File: src/rtl/vending_change.sv
// Vending machine coin accumulator: credits N/D/Q coins, strobes open on a sale
// and pays back leftover credit one nickel per cycle.
module vending_change #(
    parameter int PRICE = 3,
    parameter int CW    = 6
) (
    input  logic          clk,
    input  logic          reset,
    input  logic          N,
    input  logic          D,
    input  logic          Q,
    input  logic          cancel,
    output logic          open,
    output logic          nickel_out,
    output logic [CW-1:0] credit,
    output logic          busy
);

    typedef enum logic [1:0] {
        IDLE,
        COLLECT,
        VEND,
        RETURN
    } state_t;

    localparam logic [CW-1:0] PRICE_C = CW'(PRICE);

    state_t        state;
    state_t        state_next;
    logic [CW-1:0] credit_next;
    logic [CW-1:0] coin;
    logic [CW-1:0] sum;

    // Only the highest-value coin in a cycle counts.
    always_comb begin
        coin = '0;
        if (Q) begin
            coin = CW'(5);
        end else if (D) begin
            coin = CW'(2);
        end else if (N) begin
            coin = CW'(1);
        end
    end

    assign sum = credit + coin;

    always_comb begin
        state_next  = state;
        credit_next = credit;
        case (state)
            IDLE, COLLECT: begin
                // Cancel only matters once credit is held, and it wins over a coin.
                if (state == COLLECT && cancel) begin
                    state_next = RETURN;
                end else if (coin != '0) begin
                    if (sum >= PRICE_C) begin
                        state_next  = VEND;
                        credit_next = sum - PRICE_C;
                    end else begin
                        state_next  = COLLECT;
                        credit_next = sum;
                    end
                end
            end
            VEND: begin
                state_next = (credit != '0) ? RETURN : IDLE;
            end
            RETURN: begin
                credit_next = credit - CW'(1);
                if (credit_next == '0) begin
                    state_next = IDLE;
                end
            end
            default: begin
                state_next  = IDLE;
                credit_next = '0;
            end
        endcase
    end

    always_ff @(posedge clk or posedge reset) begin
        if (reset) begin
            state  <= IDLE;
            credit <= '0;
        end else begin
            state  <= state_next;
            credit <= credit_next;
        end
    end

    assign open       = (state == VEND);
    assign nickel_out = (state == RETURN);
    assign busy       = (state == VEND) || (state == RETURN);

endmodule

File: config.mk
export PLATFORM = sky130hd
export DESIGN_NAME = vending_change
export DESIGN_NICKNAME = d
export VERILOG_FILES = /design/src/rtl/vending_change.sv
export SDC_FILE = /design/constraint.sdc
export NUM_CORES = 1
export LEC_CHECK = 0
export CORE_UTILIZATION = 45
export CTS_CLUSTER_DIAMETER = 80
export DETAILED_ROUTE_END_ITERATION = 10
export HOLD_SLACK_MARGIN = 0.02
export PLACE_DENSITY = 0.68
export SLEW_MARGIN = 20
export SYNTH_ARGS = -nofsm -noshare
export SYNTH_HDL_FRONTEND = slang
export SYNTH_SLANG_ARGS = --single-unit
File: constraint.sdc
create_clock -name clk -period 4 [get_ports clk]
set_clock_uncertainty 0.2 [all_clocks]
set_input_delay 0.8 -clock clk [delete_from_list [all_inputs] [get_ports clk]]
set_output_delay 0.8 -clock clk [all_outputs]
set_load 0.005 [all_outputs]
Word-level counts from Yosys, hierarchy flattened:

Index checks and enable logic that the tools add are counted.

* output and inout bits: 9
* word-level logic and storage cells: 36
* flip-flop bits (word level): 8

* reduce and logical (&&, ||, !) cells: 10
* order comparisons: 1
* mux-type cells: 13
* equality and inequality tests: 7
* add/subtract/negate cells: 3

Operators by type and width (number)
* 6-bit 2-to-1 mux: 3
* 2-bit 2-to-1 mux: 6
* 6-bit one-hot mux with 2 select lines: 1
* 6-bit nonzero test: 2
* 6-bit adder: 1
* 6-bit by 2-bit greater-or-equal comparator with 1-bit output, second input constant: 1
* 6-bit logical NOT: 1
* 2-bit one-hot mux with 3 select lines: 1
* 6-bit by 1-bit subtractor with 6-bit output, second input constant: 1
* 6-bit by 2-bit subtractor with 6-bit output, second input constant: 1
* 2-bit == test, second input constant: 2
* 2-bit != test, second input constant: 2
* 3-bit 2-to-1 mux: 1
* 3-bit != test, second input constant: 1
* 3-bit AND reduction: 1
* 2-bit by 1-bit == test with 1-bit output, second input constant: 1
* 2-bit logical NOT: 1
* 2-bit by 1-bit != test with 1-bit output, second input constant: 1
* 2-bit AND reduction: 1
* 2-bit nonzero test: 1
* 2-bit OR reduction: 1
* 1-bit logical AND: 1
* 1-bit logical OR: 1
* 1-bit 2-to-1 mux: 1

Logic depth before layout (Yosys ltp):

Gate-level depths: netlist (run 1).

* depth in word-level cells: 9
* depth in mapped cells: 11
* gate-level depth less buffers: 11

Worst setup path after synthesis (run 1):

OpenSTA, ideal clock, no wires.

* path kind: input to register
* start point: input D
* end point: register credit[5]
* stages on the path: 11
* setup slack: 0.712 ns
* data required time: 3.731 ns
* arrival: 3.018 ns
* path buffers: 0
* cells stage by stage: inv_1 -> a21o_1 -> ha_1 -> inv_1 -> fa_1 -> inv_1 -> ha_1 -> nor4_1 -> o32ai_4 -> or4b_1 -> nand3_1

* longest elaborated chain between the ends: 8
* elaborated cells between the ends (all ways): 12
* classes of those cells: 2 x add/sub; 1 x order compare; 1 x eq/ne; 6 x mux; 2 x reduce/logical

Ends and longest elaborated chain
* from (decl): RTL line 10 `input logic D,`
* 2-bit 2-to-1 mux *: RTL line 39 `end else if (D) begin`
* 3-bit 2-to-1 mux *: RTL line 37 `if (Q) begin`
* 6-bit adder: RTL line 46 `assign sum = credit + coin;`
* 6-bit by 2-bit subtractor with 6-bit output / 6-bit by 2-bit greater-or-equal comparator with 1-bit output (equally long branches): RTL line 59, 57
* 6-bit 2-to-1 mux: RTL line 57 `if (sum >= PRICE_C) begin`
* 6-bit 2-to-1 mux: RTL line 56 `end else if (coin != '0) begin`
* 6-bit 2-to-1 mux: RTL line 54 `if (state == COLLECT && cancel) begin`
* 6-bit one-hot mux with 2 select lines: RTL line 51 `case (state)`
* to (signal assigned): RTL line 88 `credit <= credit_next;`
* to (decl): RTL line 15 `output logic [CW-1:0] credit,`

Every way passes the cells marked *; elsewhere a longest branch is shown, timed or not. The select of a mux whose other input is x is not followed.
A chain may end at the register's enable or synchronous reset.

Worst setup path in the final report (run 1):

Same ends and word-level chain as after synthesis.

==> results of run 1 <==
==> stage by stage <==
stage	utilization, %	instance area (sq um)
detailed placement	56.4	1150
global route	57.5	1170
floorplan	-	1010
CTS	57.5	1170
finish	57.5	1170
global placement	56.4	1150
==> flip-flops by register name (all words and copies together) (netlist names) <==
signal  flops
credit      6
state       2
==> power by group through the flow <==
stage,Combinational (mW),Sequential [mW],Clock (mW)
6_report,0.624,0.177,0.0643
5_1_grt,0.707,0.183,0.0710
4_1_cts,0.625,0.176,0.0665
3_5_place_dp,0.621,0.177,0
3_3_place_gp,0.615,0.176,0
2_1_floorplan,0.504,0.145,0
==> worst max-delay path: cells and delay by family <==
kind / cells / cell delay (ns)
adder cells (fa/ha/maj): 3 / 0.94
buffers and inverters: 4 / 0.71
AND/OR/NAND/NOR: 3 / 0.71
AO/OA/AOI/OAI: 2 / 0.62
==> cell type report <==
| type | instances | area (sq um) |
|---|---|---|
| Multi-Input combinational cell | 103 | 728 |
| Fill cell | 201 | 868 |
| Inverter | 13 | 48.8 |
| Sequential cell | 8 | 200 |
| Tap cell | 27 | 33.8 |
| Clock buffer | 3 | 22.5 |
| Timing Repair Buffer | 14 | 140 |
==> kinds of logic after synthesis <==
| logic type | after synthesis | share of synthesized area (%) |
|---|---|---|
| simple gates | 48 | 24.4 |
| compound gates | 39 | 29.0 |
| buf+inv | 19 | 8.40 |
| fa+ha+maj | 8 | 10.6 |
| flops | 8 | 19.8 |
| xor+xnor | 7 | 6.79 |
| mux | 1 | 0.988 |
==> worst max-delay path by stage <==
stage               slack, ns        end  cells after the start  start
finish                   0.22  credit[5]                     12      D
global route             0.09  credit[5]                     12      D
CTS                      0.23  credit[5]                     12      D
detailed placement      -0.04  credit[5]                     12      D
global placement         0.08  credit[5]                     12      D
floorplan                0.71  credit[5]                     11      D
==> routing by layer <==
| metal | vias up | wire length [microns] |
|---|---|---|
| met5 | - | 0 |
| li1 | 496 | - |
| met4 | 0 | 29 |
| met3 | 6 | 183 |
| met2 | 42 | 1120 |
| met1 | 484 | 1100 |
==> layout by cell type (no fill, tap or decap), types with 2 or more instances in the layout <==
| cell type | n |
|---|---|
| clkdlybuf4s50_1 | 14 |
| nand2_1 | 13 |
| inv_1 | 13 |
| nor2_1 | 9 |
| a21oi_1 | 8 |
| dfrtp_1 | 8 |
| ha_1 | 7 |
| nand3_1 | 6 |
| nand2b_1 | 5 |
| xnor2_1 | 4 |
| o21ai_0 | 4 |
| a31oi_1 | 4 |
| nor3_1 | 3 |
| a21o_1 | 3 |
| o22ai_1 | 3 |
| o221ai_1 | 3 |
| clkbuf_4 | 3 |
| nor2b_1 | 2 |
| a211oi_1 | 2 |
| xor2_1 | 2 |
| a311oi_1 | 2 |
| and2_1 | 2 |
==> flow_summary.yaml, run 1 <==
global_routing:
  grt-busiest-layer: "met2"
  initial_antenna_violation_count: 0
  globalRouteMet1Util_pct: 30.8
  groute.usage.overall_pct: 22.6
  globalRouteMet2Util_pct: 35.8
  vias_in_the_first_global_route: 927
  maximum_number_of_pins_on_one_net_before_global_route_repair: 13
  grt_remaining_overflow: 0
  met3_routing_resource_usage_after_global_routing_pct: 5.25
  grt_pass1_wl_microns: 4230
timing:
  max_slew_violation_count: 0
  hold_viol: 0
  hold_slack_ns: 0.444
  relative_slew_slack_pct: 64.0
  worst_slack_ns: 0.223
  tightest_slew_ns: 0.535
  tns_ns: 0
  max_freq_mhz: 265
  final_min_period_over_clock_period_pct: 94.4
  setup_viol: 0
  grt_setup_unrepaired: "false"
  finalWorstPathRequiredPeriod_ns: 3.78
worst_setup_path:
  timing.critical_path.slowest_cell_delay_ns: 0.50
  reg2reg_slack_ns: 0.88
  cpMostUsedCell: "inv_1"
  endpoint_kind: "flop"
  worst-endpoint-required_ns: 4.00
  worstSetupPathType: "input port to flop"
  worst_ep_arrival_time_ns: 3.78
  ff2ff_path_depth: 9
  cp_slowest_cell: "clkdlybuf4s50_1"
  setup.worst_path.start_class: "input port"
  cp_cell_sequence: "clkdlybuf4s50_1 > inv_1 > a21o_1 > ha_1 > inv_1 > fa_1 > inv_1 > ha_1 > nor4_1 > o32ai_4 > or4b_1 > nand3_1"
  worstReg2RegEnd: "credit[3]"
  r2r-start: "credit[0]"
  critical_path_peak_fanout: 9
yosys:
  synthFlopType: "dfrtp_1"
  syn_inst: 130
  netlist.top_cell.by_area: "dfrtp_1"
  syn-cell-area_sq_um: 1010
  synth_seq_area_share_pct: 19.8
  syn_avg_cell_area_sq_um: 7.80
  synth_seq_cells: 8
  synth_nets: 144
  ys_top_cells_by_area: "dfrtp_1 20%, ha_1 8.6%, inv_1 4.8%, nand2_1 4.8%, a21oi_1 4.0%"
  synth.yosys.warnings: 0
  synth-edff-count: 0
  post_synth_num_cell_types: 45
  post-synth-top-area-fraction_pct: 19.8
  synthArstFlopShare_pct: 100
  synth.top_cells.by_count: "13 x inv_1, 13 x nand2_1, 9 x nor2_1"
final_layout:
  final_non_filler_cell_total: 168
  layout.nets: 157
  antenna_cells_inserted: 0
  drive_above_1_share_pct: 4.96
  flow.area_growth_from_synthesis_pct: 15.8
die:
  std_cell_rows: 16
  core_region_area_sq_um: 2040
  initial_core_util_pct: 49.6
  die_area_sq_um: 2450
  die_w_microns: 49.5
  floorplan.io_pins: 15
  die_h_microns: 49.5
power_and_ir_drop:
  post-layout-total-power_mw: 0.866
  switching_share_pct: 50.5
  seq_power_share_pct: 20.5
  clock_power_share_pct: 7.4
  combinationalPowerShare_pct: 72.1
  pwr_density_cell_nw_per_um2: 738
  power.switching_mw: 0.438
  p_int_mw: 0.428
  power.static_leakage_nw: 0.497
  worst_ir_drop_vdd_mv: 0.394
drt:
  detailedRoute.firstIterationViolations: 26
  wl_per_cell_microns: 14.5
  drc: 0
  postRouteAntennaNets: 0
  routed_wl_microns: 2440
  dr.pass1.iters: 4
  vias: 1028
  routed_via_density: 6.12
min_path:
  worstHoldEndpoint: "credit[1]"
  holdCritPathClass: "flop to flop"
  hold_path_depth: 2
  min-delay-start: "credit[1]"
placed_design:
  place.detailed.instances: 165
  dp_slack_ns: -0.0356
  detailedPlacementHpwl_microns: 1930
  finalWeightedCongestion: 0.885
  port_buffers: 14
clocking:
  clock_tree.buffer_depth: 2
  sink_count: 8
  post_cts_resized: 0
  clkLatencyLatePin_ns: 0.26
  cts_tree: "done"
  htree_num_levels: 1
  cts-root-buf: "clkbuf_4"
  cts_made_buffers: 3
  cts_hold_buf: 0
  postCtsSetupRepairBufs: 0
  clk_transition_reported_paths_ns: 0.06
status:
  outcome: "complete, no violations"
run:
  drv_cap: 0
No activity file was read; power rests on OpenSTA's default activity.
==> run 2, diff against run 1 <==
--- a/config.mk
+++ b/config.mk
@@ -6,11 +6,12 @@
 export NUM_CORES = 1
 export LEC_CHECK = 0
 export CORE_UTILIZATION = 45
+export CTS_BUF_LIST = sky130_fd_sc_hd__clkbuf_16
 export CTS_CLUSTER_DIAMETER = 80
 export DETAILED_ROUTE_END_ITERATION = 10
 export HOLD_SLACK_MARGIN = 0.02
 export PLACE_DENSITY = 0.68
-export SLEW_MARGIN = 20
+export SLEW_MARGIN = 25
 export SYNTH_ARGS = -nofsm -noshare
 export SYNTH_HDL_FRONTEND = slang
 export SYNTH_SLANG_ARGS = --single-unit
==> run 2 against run 1 <==
Against the previous run:
- fmax shrank 0.79%
- clock power grew to 2.6 times the previous value
- via count decreased by 0.88%
- sequential power is essentially flat
- sequential share of layout area down 0.73 points
- hold slack got worse by 0.0061 ns
- register-to-register slack improved by 0.04 ns
- global-route usage up 0.84 points
- final cell count unchanged
- count of clock-buffer cells in the layout unchanged
- critical path type unchanged
==> flow_summary.yaml, run 2 (synthesis gave the netlist of run 1 again) <==
final_layout:
  multi_input_comb_area_sq_um: 728
  drive_above_1_share_pct: 4.96
  registers.top_by_ff_count: "credit"
  n_fill_cell: 192
  leading_registers_by_flop_count: "credit (6), state (2)"
  antenna_cells_inserted: 0
  area_occupied_by_registers_sq_um: 200
  flow.area_growth_from_synthesis_pct: 21.0
  final_non_filler_cell_total: 168
  fin_area_sq_um: 1230
  commonest_non_fill_non_tap_cell_in_the_layout: "clkdlybuf4s50_1"
  layout.cells.most_common_list: "14 x clkdlybuf4s50_1, 13 x nand2_1, 13 x inv_1"
  layout.nets: 157
  number_of_flip_flops_under_the_largest_register_name: 6
  post-route-util_pct: 60.0
worst_setup_path:
  cp_slowest_cell: "clkdlybuf4s50_1"
  cpLargestDelayFamily: "adder cells"
  critical_path_peak_fanout: 9
  setup.worst_path.start_class: "input port"
  reg2reg_slack_ns: 0.92
  worstReg2RegEnd: "credit[3]"
  worstSetupPathType: "input port to flop"
  ff2ff_path_depth: 9
  cp_cell_sequence: "clkdlybuf4s50_1 > inv_1 > a21o_1 > ha_1 > inv_1 > fa_1 > inv_1 > ha_1 > nor4_1 > o32ai_4 > or4b_1 > nand3_1"
  worst_ep_arrival_time_ns: 3.78
  r2r-start: "credit[0]"
  timing.critical_path.slowest_cell_delay_ns: 0.50
  endpoint_kind: "flop"
  cpMostUsedCell: "inv_1"
  worst-endpoint-required_ns: 3.97
  critical_path_buf_inv_count: 4
power_and_ir_drop:
  power.static_leakage_nw: 0.520
  worst_ir_drop_vdd_mv: 0.397
  pwr_density_cell_nw_per_um2: 792
drt:
  postRouteAntennaNets: 0
  routed_wl_microns: 2490
  detailedRoute.firstIterationViolations: 32
  wl_per_cell_microns: 14.8
  vias: 1019
  drc: 0
  routed_via_density: 6.07
  dr.pass1.iters: 4
placed_design:
  dp_slack_ns: -0.0356
  finalWeightedCongestion: 0.885
  port_buffers: 14
  detailed_place.area_sq_um: 1150
  place.detailed.instances: 165
  detailedPlacementHpwl_microns: 1930
die:
  floorplan.io_pins: 15
  die_w_microns: 49.5
  die_h_microns: 49.5
  initial_core_util_pct: 49.6
  std_cell_rows: 16
  die_area_sq_um: 2450
  core_region_area_sq_um: 2040
clocking:
  cts_hold_buf: 0
  post_cts_resized: 0
  cts-root-buf: "clkbuf_16"
  clock_tree.buffer_depth: 2
  postCtsSetupRepairBufs: 0
  htree_num_levels: 1
  cts_tree: "done"
  cts_made_buffers: 3
  clkLatencyLatePin_ns: 0.24
  sink_count: 8
  clk_transition_reported_paths_ns: 0.04
timing:
  worst_slack_ns: 0.193
  final_min_period_over_clock_period_pct: 95.2
  setup_viol: 0
  max_slew_violation_count: 0
  hold_viol: 0
  tightest_slew_ns: 0.515
  relative_slew_slack_pct: 65.4
  grt_setup_unrepaired: "false"
  tns_ns: 0
  finalWorstPathRequiredPeriod_ns: 3.81
  max_freq_mhz: 263
min_path:
  hold_path_depth: 2
  min-delay-start: "credit[1]"
  worstHoldEndpoint: "credit[1]"
  holdCritPathClass: "flop to flop"
global_routing:
  vias_in_the_first_global_route: 941
  grt_pass1_wl_microns: 4340
  grt_remaining_overflow: 0
  groute.usage.overall_pct: 23.4
  maximum_number_of_pins_on_one_net_before_global_route_repair: 13
  initial_antenna_violation_count: 0
run:
  drv_cap: 0
status:
  outcome: "complete, no violations"
run 2: how the worst max path moves through the flow:
stage,cells after the start,startpoint,end
6_report,12,D,credit[5]
5_1_grt,12,D,credit[5]
4_1_cts,12,D,credit[5]
3_5_place_dp,12,D,credit[5]
3_3_place_gp,12,D,credit[5]
2_1_floorplan,11,D,credit[5]
run 2: final cells by class:
| type | instances | share of cell area (%) |
|---|---|---|
| Multi-Input combinational cell | 103 | 59.4 |
| Sequential cell | 8 | 16.3 |
| Timing Repair Buffer | 14 | 11.4 |
| Clock buffer | 3 | 6.12 |
| Inverter | 13 | 3.98 |
| Tap cell | 27 | 2.76 |
run 2: routing by layer:
layer,global-route usage [%],routed length [microns]
met2,37.4,1160
met3,5.25,166
met5,0,0
met4,7.14,36
met1,31.3,1120
run 2: through the flow:
step,hold WS [ns],power (mW)
floorplan,0.380,0.649
global placement,0.421,0.791
detailed placement,0.425,0.797
CTS,0.439,0.974
global route,0.486,1.07
finish,0.438,0.971
run 2: where the power goes:
group | internal (mW) | switching, mW
clock | 0.129 | 0.0409
sequential | 0.110 | 0.0687
combinational | 0.285 | 0.338
run 2: worst min-delay path: stages, from the launching register on:
cell,delay [ns]
dfrtp_1,0.43
a31oi_1,0.10
o21ai_1,0.07
